`config.mk`:
```
export PLATFORM = sky130hd
export DESIGN_NAME = cmd_uart_responder
export DESIGN_NICKNAME = d
export VERILOG_FILES = /design/src/rtl/cmd_uart_responder.sv
export SDC_FILE = /design/constraint.sdc
export NUM_CORES = 1
export LEC_CHECK = 0
export ABC_CLOCK_PERIOD_IN_PS = 4200
export CORE_MARGIN = 5
export CORE_UTILIZATION = 30
export DETAILED_ROUTE_END_ITERATION = 12
export GPL_TIMING_DRIVEN = 0
export SLEW_MARGIN = 20
export SYNTH_ARGS = -nofsm -noshare
export SYNTH_HDL_FRONTEND = slang
export SYNTH_SLANG_ARGS = --single-unit
```
`constraint.sdc`:
```
create_clock -name clk -period 4.2 [get_ports clk]
set_input_delay 1.26 -clock clk [delete_from_list [all_inputs] [get_ports clk]]
set_output_delay 1.26 -clock clk [all_outputs]
set_load 0.02 [all_outputs]
```
`src/rtl/cmd_uart_responder.sv`:
```
// cmd_uart_responder: UART link endpoint for the remote command channel.
// Assembles two received bytes into a 16-bit command and serializes responses.
module cmd_uart_responder #(
    parameter int BAUD_DIV = 2604
) (
    input  logic        clk,
    input  logic        rst,
    input  logic        RX,
    output logic        TX,
    output logic [15:0] cmd,
    output logic        cmd_rdy,
    input  logic        clr_cmd_rdy,
    input  logic [7:0]  resp,
    input  logic        trmt,
    output logic        tx_done
);

    localparam int CW = $clog2(BAUD_DIV + 1);
    localparam logic [CW-1:0] FULL = CW'(BAUD_DIV - 1);
    localparam logic [CW-1:0] HALF = CW'(BAUD_DIV / 2 - 1);

    typedef enum logic [1:0] {
        RX_IDLE,
        RX_START,
        RX_DATA,
        RX_STOP
    } rx_state_t;

    typedef enum logic {
        ASM_HIGH,
        ASM_LOW
    } asm_state_t;

    typedef enum logic {
        TX_IDLE,
        TX_BUSY
    } tx_state_t;

    // ---------------- receiver ----------------
    rx_state_t       rx_state, rx_next;
    logic            rx_s1, rx_s2, rx_d;
    logic [CW-1:0]   rx_cnt;
    logic [2:0]      rx_bits;
    logic [7:0]      rx_sh;
    logic            rx_tick, rx_fall;
    logic            rx_ld_half, rx_ld_full, rx_shift;
    logic            stop_ok, stop_bad;
    logic            rx_vld, rx_err;

    assign rx_fall = rx_d & ~rx_s2;
    assign rx_tick = (rx_cnt == '0);

    // Bring RX into the clock domain; rx_d keeps the previous level for edge detect
    always_ff @(posedge clk or posedge rst) begin
        if (rst) begin
            rx_s1 <= 1'b1;
            rx_s2 <= 1'b1;
            rx_d  <= 1'b1;
        end else begin
            rx_s1 <= RX;
            rx_s2 <= rx_s1;
            rx_d  <= rx_s2;
        end
    end

    // Receiver state register
    always_ff @(posedge clk or posedge rst) begin
        if (rst) rx_state <= RX_IDLE;
        else     rx_state <= rx_next;
    end

    // Receiver next state; a start bit that is high again at mid-bit is a glitch
    always_comb begin
        rx_next = rx_state;
        unique case (rx_state)
            RX_IDLE:  if (rx_fall) rx_next = RX_START;
            RX_START: if (rx_tick) rx_next = rx_s2 ? RX_IDLE : RX_DATA;
            RX_DATA:  if (rx_tick && rx_bits == 3'd7) rx_next = RX_STOP;
            RX_STOP:  if (rx_tick) rx_next = RX_IDLE;
            default:  rx_next = RX_IDLE;
        endcase
    end

    // Receiver control strobes
    always_comb begin
        rx_ld_half = 1'b0;
        rx_ld_full = 1'b0;
        rx_shift   = 1'b0;
        stop_ok    = 1'b0;
        stop_bad   = 1'b0;
        unique case (rx_state)
            RX_IDLE:  rx_ld_half = rx_fall;
            RX_START: rx_ld_full = rx_tick & ~rx_s2;
            RX_DATA: begin
                rx_shift   = rx_tick;
                rx_ld_full = rx_tick;
            end
            RX_STOP: begin
                stop_ok  = rx_tick & rx_s2;
                stop_bad = rx_tick & ~rx_s2;
            end
            default: ;
        endcase
    end

    // Receiver bit timer, data shifter and byte/framing-error pulses
    always_ff @(posedge clk or posedge rst) begin
        if (rst) begin
            rx_cnt  <= '0;
            rx_bits <= '0;
            rx_sh   <= '0;
            rx_vld  <= 1'b0;
            rx_err  <= 1'b0;
        end else begin
            rx_vld <= stop_ok;
            rx_err <= stop_bad;
            if (rx_ld_half) begin
                rx_cnt  <= HALF;
                rx_bits <= '0;
            end else if (rx_ld_full) begin
                rx_cnt <= FULL;
            end else if (!rx_tick) begin
                rx_cnt <= rx_cnt - 1'b1;
            end
            if (rx_shift) begin
                rx_sh   <= {rx_s2, rx_sh[7:1]};
                rx_bits <= rx_bits + 3'd1;
            end
        end
    end

    // ---------------- command assembly ----------------
    asm_state_t asm_state, asm_next;
    logic [7:0] high_byte;
    logic       ld_high, ld_cmd;

    // Assembly state register
    always_ff @(posedge clk or posedge rst) begin
        if (rst) asm_state <= ASM_HIGH;
        else     asm_state <= asm_next;
    end

    // Assembly next state; a framing error always resynchronizes to the high byte
    always_comb begin
        asm_next = asm_state;
        unique case (asm_state)
            ASM_HIGH: if (rx_vld) asm_next = ASM_LOW;
            ASM_LOW:  if (rx_vld || rx_err) asm_next = ASM_HIGH;
            default:  asm_next = ASM_HIGH;
        endcase
    end

    // Assembly load strobes
    always_comb begin
        ld_high = 1'b0;
        ld_cmd  = 1'b0;
        unique case (asm_state)
            ASM_HIGH: ld_high = rx_vld;
            ASM_LOW:  ld_cmd  = rx_vld;
            default: ;
        endcase
    end

    // Command and ready flag; a completing command beats a coincident clear
    always_ff @(posedge clk or posedge rst) begin
        if (rst) begin
            high_byte <= '0;
            cmd       <= '0;
            cmd_rdy   <= 1'b0;
        end else begin
            if (ld_high) high_byte <= rx_sh;
            if (ld_cmd)  cmd <= {high_byte, rx_sh};
            if (ld_cmd)
                cmd_rdy <= 1'b1;
            else if (ld_high || clr_cmd_rdy)
                cmd_rdy <= 1'b0;
        end
    end

    // ---------------- transmitter ----------------
    tx_state_t     tx_state, tx_next;
    logic [CW-1:0] tx_cnt;
    logic [3:0]    tx_bits;
    logic [9:0]    tx_sh;
    logic          tx_tick, tx_last;
    logic          tx_load, tx_shift, tx_end, tx_dec;

    assign tx_tick = (tx_cnt == '0);
    assign tx_last = tx_tick && (tx_bits == 4'd9);
    assign TX      = tx_sh[0];

    // Transmitter state register
    always_ff @(posedge clk or posedge rst) begin
        if (rst) tx_state <= TX_IDLE;
        else     tx_state <= tx_next;
    end

    // Transmitter next state; trmt is only honoured while idle
    always_comb begin
        tx_next = tx_state;
        unique case (tx_state)
            TX_IDLE: if (trmt) tx_next = TX_BUSY;
            TX_BUSY: if (tx_last) tx_next = TX_IDLE;
            default: tx_next = TX_IDLE;
        endcase
    end

    // Transmitter control strobes
    always_comb begin
        tx_load  = 1'b0;
        tx_shift = 1'b0;
        tx_end   = 1'b0;
        tx_dec   = 1'b0;
        unique case (tx_state)
            TX_IDLE: tx_load = trmt;
            TX_BUSY: begin
                tx_shift = tx_tick;
                tx_end   = tx_last;
                tx_dec   = ~tx_tick;
            end
            default: ;
        endcase
    end

    // Frame shifter fills with ones so TX idles high, including during reset
    always_ff @(posedge clk or posedge rst) begin
        if (rst) begin
            tx_sh   <= '1;
            tx_cnt  <= '0;
            tx_bits <= '0;
            tx_done <= 1'b0;
        end else if (tx_load) begin
            tx_sh   <= {1'b1, resp, 1'b0};
            tx_cnt  <= FULL;
            tx_bits <= '0;
            tx_done <= 1'b0;
        end else if (tx_shift) begin
            tx_sh   <= {1'b1, tx_sh[9:1]};
            tx_cnt  <= FULL;
            tx_bits <= tx_bits + 4'd1;
            if (tx_end) tx_done <= 1'b1;
        end else if (tx_dec) begin
            tx_cnt <= tx_cnt - 1'b1;
        end
    end

endmodule

```
==> impl_metrics.env, run 1 <==
export IMPL_status="completed"
export IMPL_synth_top_cell_by_area="dfrtp_1"
export IMPL_start_util=0.304
export IMPL_synthCells=327
export IMPL_syn_area_mm2=0.00380
export IMPL_synth_nets=351
export IMPL_grt_pass1_vias=2718
export IMPL_reg2reg_slack_ns=1.91
export IMPL_cts_clk_slew_worst_paths_ns=0.06
export IMPL_holdPathEnd="rx_s2"
export IMPL_crit_chain="clkdlybuf4s50_1 -> nor2b_1 -> clkbuf_1 -> a41oi_1 -> clkbuf_1 -> nand3_1"
export IMPL_grt_pass1_wl_um=12700
export IMPL_worstPathArrival_ns=3.13
export IMPL_synth_seq_cells=83
export IMPL_num_rows=41
export IMPL_tritoncts_num_sinks=83
export IMPL_crit_path_max_fanout=10
export IMPL_cp_end_kind="flop"
export IMPL_route_antenna_remaining_nets=0
export IMPL_cts_buffers=9
export IMPL_maxSlewViolCount=0
export IMPL_p_sw_frac=0.290
export IMPL_maxSlewHeadroom=0.495
export IMPL_dieHeight_um=123
export IMPL_p_per_area_mw_per_mm2=537
export IMPL_grt_overflow_total=0
export IMPL_hold_path_class="reg2reg"
export IMPL_min_delay_start="rx_s1"
export IMPL_wl_per_cell_um=13.2
export IMPL_synth_edf_count=0
export IMPL_port_buffers=31
export IMPL_die_area_mm2=0.0150
export IMPL_grt_usage=0.105
export IMPL_diodes=0
export IMPL_fin_ws_ns=1.25
export IMPL_postCtsResizedCells=0
export IMPL_setup_violations_final=0
export IMPL_via_per_inst=4.75
export IMPL_worstHoldPathCells=0
export IMPL_ios=32
export IMPL_drc=0
export IMPL_fillers=1230
export IMPL_r2r_start="rx_cnt[0]"
export IMPL_insertion_delay_ns=0.33
export IMPL_cts_hold_buffers=0
export IMPL_antenna_found_initial=0
export IMPL_rr_worst_depth=7
export IMPL_htree_levels=3
export IMPL_seq_area_frac_synth=0.550
export IMPL_first_pass_iters=4
export IMPL_cap_violations=0
export IMPL_power_share_clock=0.367
export IMPL_dp_worst_setup_slack_ns=0.843
export IMPL_synth_area_leaders="dfrtp_1, dfstp_2, mux2_2, ha_1, nand2_1"
export IMPL_hold_viol=0
export IMPL_vias=2597
export IMPL_p_int_uw=1800
export IMPL_synth_cell_type_count=50
export IMPL_cts_root_buf="clkbuf_16"
export IMPL_max_stage_delay_ns=0.51
export IMPL_async_flop_share=1.00
export IMPL_postCtsSetupRepairBufs=0
export IMPL_worstSetupStartpointType="input pin"
export IMPL_die_w_um=123
export IMPL_coreArea_mm2=0.0125
export IMPL_cts_tree="yes"
export IMPL_cp_slowest_cell="clkdlybuf4s50_1"
export IMPL_critPathKind="in2reg"
export IMPL_seqPwrFrac=0.435
export IMPL_rsz0062_at_grt="no"
export IMPL_synth_top_area_frac=0.467
export IMPL_pwr_share_comb=0.198
export IMPL_clock_path_buffers=2
export IMPL_synth_ff_type="dfrtp_1"
export IMPL_ir_drop_mv=0.178
export IMPL_seq_area_mm2=0.00209
export IMPL_drt_total_wl_um=7220
export IMPL_min_period_ns=2.95
export IMPL_worst_clock_skew_ns=0.0101
export IMPL_synth_avg_cell_area_um2=11.6
export IMPL_p_leak_uw=0.00212
export IMPL_fmaxAchievable_mhz=339
export IMPL_multi_input_area_mm2=0.00161
export IMPL_drtIter0Drc=136
export IMPL_nets=394
export IMPL_fin_total_pwr_uw=2530
export IMPL_yosys_warnings=0
export IMPL_finalCritPeriodShare=0.702
export IMPL_grt_max_degree=51
export IMPL_finalWeightedCongestion=0.745
export IMPL_cp_common_cell="clkbuf_1"
export IMPL_switchingPower_uw=734
export IMPL_worst_pin_slew_ns=0.751
export IMPL_layout_drive_gt1_share=0.203
export IMPL_detailed_place_hpwl_um=5060
export IMPL_syn2layout_area_growth_pct=24.1
export IMPL_worstPathRequired_ns=4.39
-- layout by cell type, fill, tap and decap left out, types with 8 or more instances in the layout --
cell	synthesis	layout
mux2_2	26	26
ha_1	11	11
nor3_1	10	10
nor2_1	20	20
clkdlybuf4s50_1	0	31
clkbuf_16	0	9
clkbuf_1	8	8
inv_1	11	10
nand3_1	10	10
nor4_1	8	8
dfrtp_1	71	71
nand2_1	33	33
dfstp_2	12	12
o21ai_0	11	11
-- Yosys cell counts (all sizes together), types with 2 or more instances --
library cell / n
dfstp: 12
a31oi: 6
a22oi: 7
o21a: 3
mux2i: 3
or2: 6
a31o: 3
a21oi: 7
o21ai: 12
nor4: 8
and3: 3
or4b: 2
inv: 11
clkbuf: 8
o31ai: 2
nand2b: 2
nand2: 33
xnor2: 7
nand3: 10
ha: 11
nor2b: 3
a21boi: 2
dfrtp: 71
mux2: 34
buf: 4
or3: 5
nor4b: 2
nor2: 20
or4: 6
nand4: 2
nor3: 11
-- final cells by class --
cell class              instances  area share
well taps                     172      0.0456
flip-flops and latches         83       0.443
clock inverters                 5      0.0228
inverters                      11     0.00928
repair buffers                 32      0.0716
clock buffers                  11      0.0536
plain buffers                  12      0.0133
multi-input cells             221       0.340
-- worst max-delay path: cells and delay by family --
family	cells	cell delay [ns]
AO/OA/AOI/OAI	1	0.41
buffers and inverters	3	1.16
AND/OR/NAND/NOR	2	0.31
-- kinds of logic (layout without fill, tap and decap cells) --
| family | after synthesis | after routing | synth area share |
|---|---|---|---|
| compound gates | 50 | 50 | 0.0941 |
| xor+xnor | 8 | 8 | 0.0184 |
| fa+ha+maj | 11 | 11 | 0.0362 |
| buf+inv | 23 | 71 | 0.0273 |
| flops | 83 | 83 | 0.550 |
| mux | 37 | 37 | 0.115 |
| simple gates | 115 | 115 | 0.158 |
-- state kept, by name, summed over array words and instances, names as in the netlist, named ones only --
register and count:
tx_state 1, tx_sh 9, tx_cnt 12, tx_bits 4, rx_sh 8, rx_s2 1, rx_d 1, rx_s1 1
cmd 16, cmd_rdy 1, rx_bits 3, rx_err 1, rx_vld 1, asm_state 1, high_byte 8, tx_done 1
rx_cnt 12, rx_state 1
-- layer usage --
metal | vias to the layer above | part of all wire | global-route usage
met3 | 7 | 0.039 | 0.0272
li1 | 1268 | - | -
met1 | 1289 | 0.47 | 0.135
met4 | 0 | 0.014 | 0.0413
met5 | - | 0 | 0
met2 | 33 | 0.48 | 0.168
-- through the flow --
| stage | TNS (ns) | hold slack (ns) | cells | instance area [µm²] | utilization |
|---|---|---|---|---|---|
| after floorplan | 0 | 0.345 | 327 | 3800 | - |
| after global placement | -37.22 | 0.347 | 530 | 4330 | 0.346 |
| after detailed placement | 0 | 0.348 | 531 | 4360 | 0.348 |
| after CTS | 0 | 0.357 | 547 | 4720 | 0.377 |
| after global routing | 0 | 0.359 | 547 | 4720 | 0.377 |
| final | 0 | 0.357 | 547 | 4720 | 0.377 |
-- worst max-delay path by stage --
| stage | from | end | slack, ns | cells after the start |
|---|---|---|---|---|
| after global placement | rst | high_byte[6] | -0.53 | 2 |
| after detailed placement | trmt | tx_cnt[9] | 0.84 | 6 |
| after CTS | trmt | tx_cnt[11] | 1.20 | 6 |
| after global routing | trmt | tx_cnt[3] | 1.04 | 6 |
| final | trmt | tx_cnt[3] | 1.25 | 6 |
| after floorplan | rst | asynchronous set/reset pin | 0.82 | 1 |
-- power groups by stage --
stage               clock network, µW  logic (µW)  registers, µW
global placement                    0         480           1100
floorplan                           0         395           1080
detailed placement                  0         505           1110
finish                            930         501           1100
CTS                               951         509           1100
global route                      986         578           1130
No activity file was read; power rests on OpenSTA's default activity.
==> inputs of run 2 (changes only) <==
--- a/config.mk
+++ b/config.mk
@@ -5,7 +5,7 @@
 export SDC_FILE = /design/constraint.sdc
 export NUM_CORES = 1
 export LEC_CHECK = 0
-export ABC_CLOCK_PERIOD_IN_PS = 4200
+export ABC_CLOCK_PERIOD_IN_PS = 2500
 export CORE_MARGIN = 5
 export CORE_UTILIZATION = 30
 export DETAILED_ROUTE_END_ITERATION = 12
==> constraint.sdc (replaced) <==
create_clock -name clk -period 2.5 [get_ports clk]
set_input_delay 0.75 -clock clk [delete_from_list [all_inputs] [get_ports clk]]
set_output_delay 0.75 -clock clk [all_outputs]
set_load 0.02 [all_outputs]
==> run 2 against run 1 <==
Sequential power increased by 67%. Register-to-register slack worse by 1.7 ns. Cell area up 0.29%. Combinational power is 72% higher. Sequential cell count is the same. Highest routed layer unchanged.
==> impl_metrics.env, run 2 (synthesis gave the netlist of run 1 again) <==
export IMPL_cts_tree="yes"
export IMPL_design_area_mm2=0.00473
export IMPL_route_antenna_remaining_nets=0
export IMPL_largest_reg_flops=16
export IMPL_regMostFlops="cmd"
export IMPL_coreArea_mm2=0.0125
export IMPL_layout_commonest_cell="dfrtp_1"
export IMPL_clock_path_buffers=2
export IMPL_wl_per_cell_um=13.4
export IMPL_hold_path_class="reg2reg"
export IMPL_grt_usage=0.108
export IMPL_via_per_inst=4.77
export IMPL_grt_max_degree=25
export IMPL_drtIter0Drc=111
export IMPL_worst_clock_skew_ns=0.00611
export IMPL_grt_pass1_wl_um=12900
export IMPL_grt_pass1_vias=2673
export IMPL_seq_area_mm2=0.00209
export IMPL_antenna_found_initial=0
export IMPL_htree_levels=3
export IMPL_cts_clk_slew_worst_paths_ns=0.06
export IMPL_worstSetupStartpointType="flop"
export IMPL_dieHeight_um=123
export IMPL_layout_drive_gt1_share=0.215
export IMPL_mostFrequentLayoutCells="dfrtp_1, nand2_1, clkdlybuf4s50_1"
export IMPL_worstHoldPathCells=0
export IMPL_multi_input_area_mm2=0.00162
export IMPL_fillers=1250
export IMPL_holdWs_ns=0.358
export IMPL_cts_buffers=9
export IMPL_min_period_ns=2.27
export IMPL_ios=32
export IMPL_detailed_place_hpwl_um=5260
export IMPL_p_per_area_mw_per_mm2=852
export IMPL_critPathLaunch="rx_cnt[0]"
export IMPL_maxSlewViolCount=0
export IMPL_cts_root_buf="clkbuf_16"
export IMPL_syn2layout_area_growth_pct=24.4
export IMPL_fin_ws_ns=0.233
export IMPL_cap_violations=0
export IMPL_drc=0
export IMPL_worstPathArrival_ns=2.48
export IMPL_die_w_um=123
export IMPL_worstPathRequired_ns=2.72
export IMPL_grt_overflow_total=0
export IMPL_worst_pin_slew_ns=0.838
export IMPL_num_rows=41
export IMPL_setup_violations_final=0
export IMPL_port_buffers=31
export IMPL_start_util=0.304
export IMPL_hold_viol=0
export IMPL_maxSlewHeadroom=0.436
export IMPL_rsz0062_at_grt="no"
export IMPL_min_delay_start="rx_s1"
export IMPL_ir_drop_mv=0.370
export IMPL_nets=396
export IMPL_cp_end_kind="flop"
export IMPL_r2r_start="rx_cnt[0]"
export IMPL_diodes=0
export IMPL_drt_total_wl_um=7350
export IMPL_dp_worst_setup_slack_ns=-0.320
export IMPL_tritoncts_num_sinks=83
export IMPL_rr_worst_depth=7
export IMPL_finalCritPeriodShare=0.907
export IMPL_top_regs="cmd: 16 flops, rx_cnt: 12 flops, tx_cnt: 12 flops"
export IMPL_status="completed"
export IMPL_first_pass_iters=5
export IMPL_fmaxAchievable_mhz=441
export IMPL_finalWeightedCongestion=0.759
export IMPL_place_area_mm2=0.00441
export IMPL_crit_path_max_fanout=6
export IMPL_vias=2619
export IMPL_critPathKind="reg2reg"
export IMPL_insertion_delay_ns=0.34
export IMPL_die_area_mm2=0.0150
export IMPL_p_leak_uw=0.00211
## run 2: final timing paths
path	to	slack (ns)
min in group asynchronous	cmd[13]	0.82
max in group asynchronous	tx_sh[3]	0.96
worst min register to register	rx_s2	0.36
worst max-delay path	flop	0.23
worst min-delay path	rx_s2	0.36
worst max register to register	flop	0.23
## run 2: per-layer routing
| layer | vias up | global-route usage | wire length, µm |
|---|---|---|---|
| li1 | 1264 | - | - |
| met1 | 1302 | 0.135 | 3390 |
| met2 | 40 | 0.178 | 3560 |
| met3 | 13 | 0.0300 | 298 |
| met4 | 0 | 0.0399 | 102 |
| met5 | - | 0 | 0 |
## run 2: timing repair
action                                  4_1_cts  5_1_grt
hold buffers                                  0        0
gates resized for setup                       0        4
buffers inserted                              0        0
endpoints found under the setup margin        0       10
## run 2: cell type report
type / instances / share of cell area
Buffer: 12 / 0.0135
Clock buffer: 9 / 0.0476
Clock inverter: 7 / 0.0164
Sequential cell: 83 / 0.442
Tap cell: 172 / 0.0455
Multi-Input combinational cell: 221 / 0.342
Inverter: 11 / 0.00952
Timing Repair Buffer: 34 / 0.0830
## run 2: power by group
part	leakage [µW]	switching [µW]	internal, µW
clock network	0.000146	546	780
registers	0.00105	242	1600
logic	0.000914	465	395
total	0.00211	1250	2780
## run 2: stage by stage
step,total power (µW),std cells,utilization,setup TNS (ns)
2_1_floorplan,2480,327,-,0
3_3_place_gp,2660,530,0.346,-11.09
3_5_place_dp,2720,533,0.353,-2.91
4_1_cts,4070,549,0.377,0
5_1_grt,4300,549,0.378,0
6_report,4030,549,0.378,0
## run 2: critical path, stage by stage, from the launching register on
cell and delay (ns):
dfrtp_1 0.41, inv_1 0.09, ha_1 0.22, or4b_1 0.46, buf_6 0.16, o41ai_4 0.32, nand4_1 0.16, mux2_1 0.33
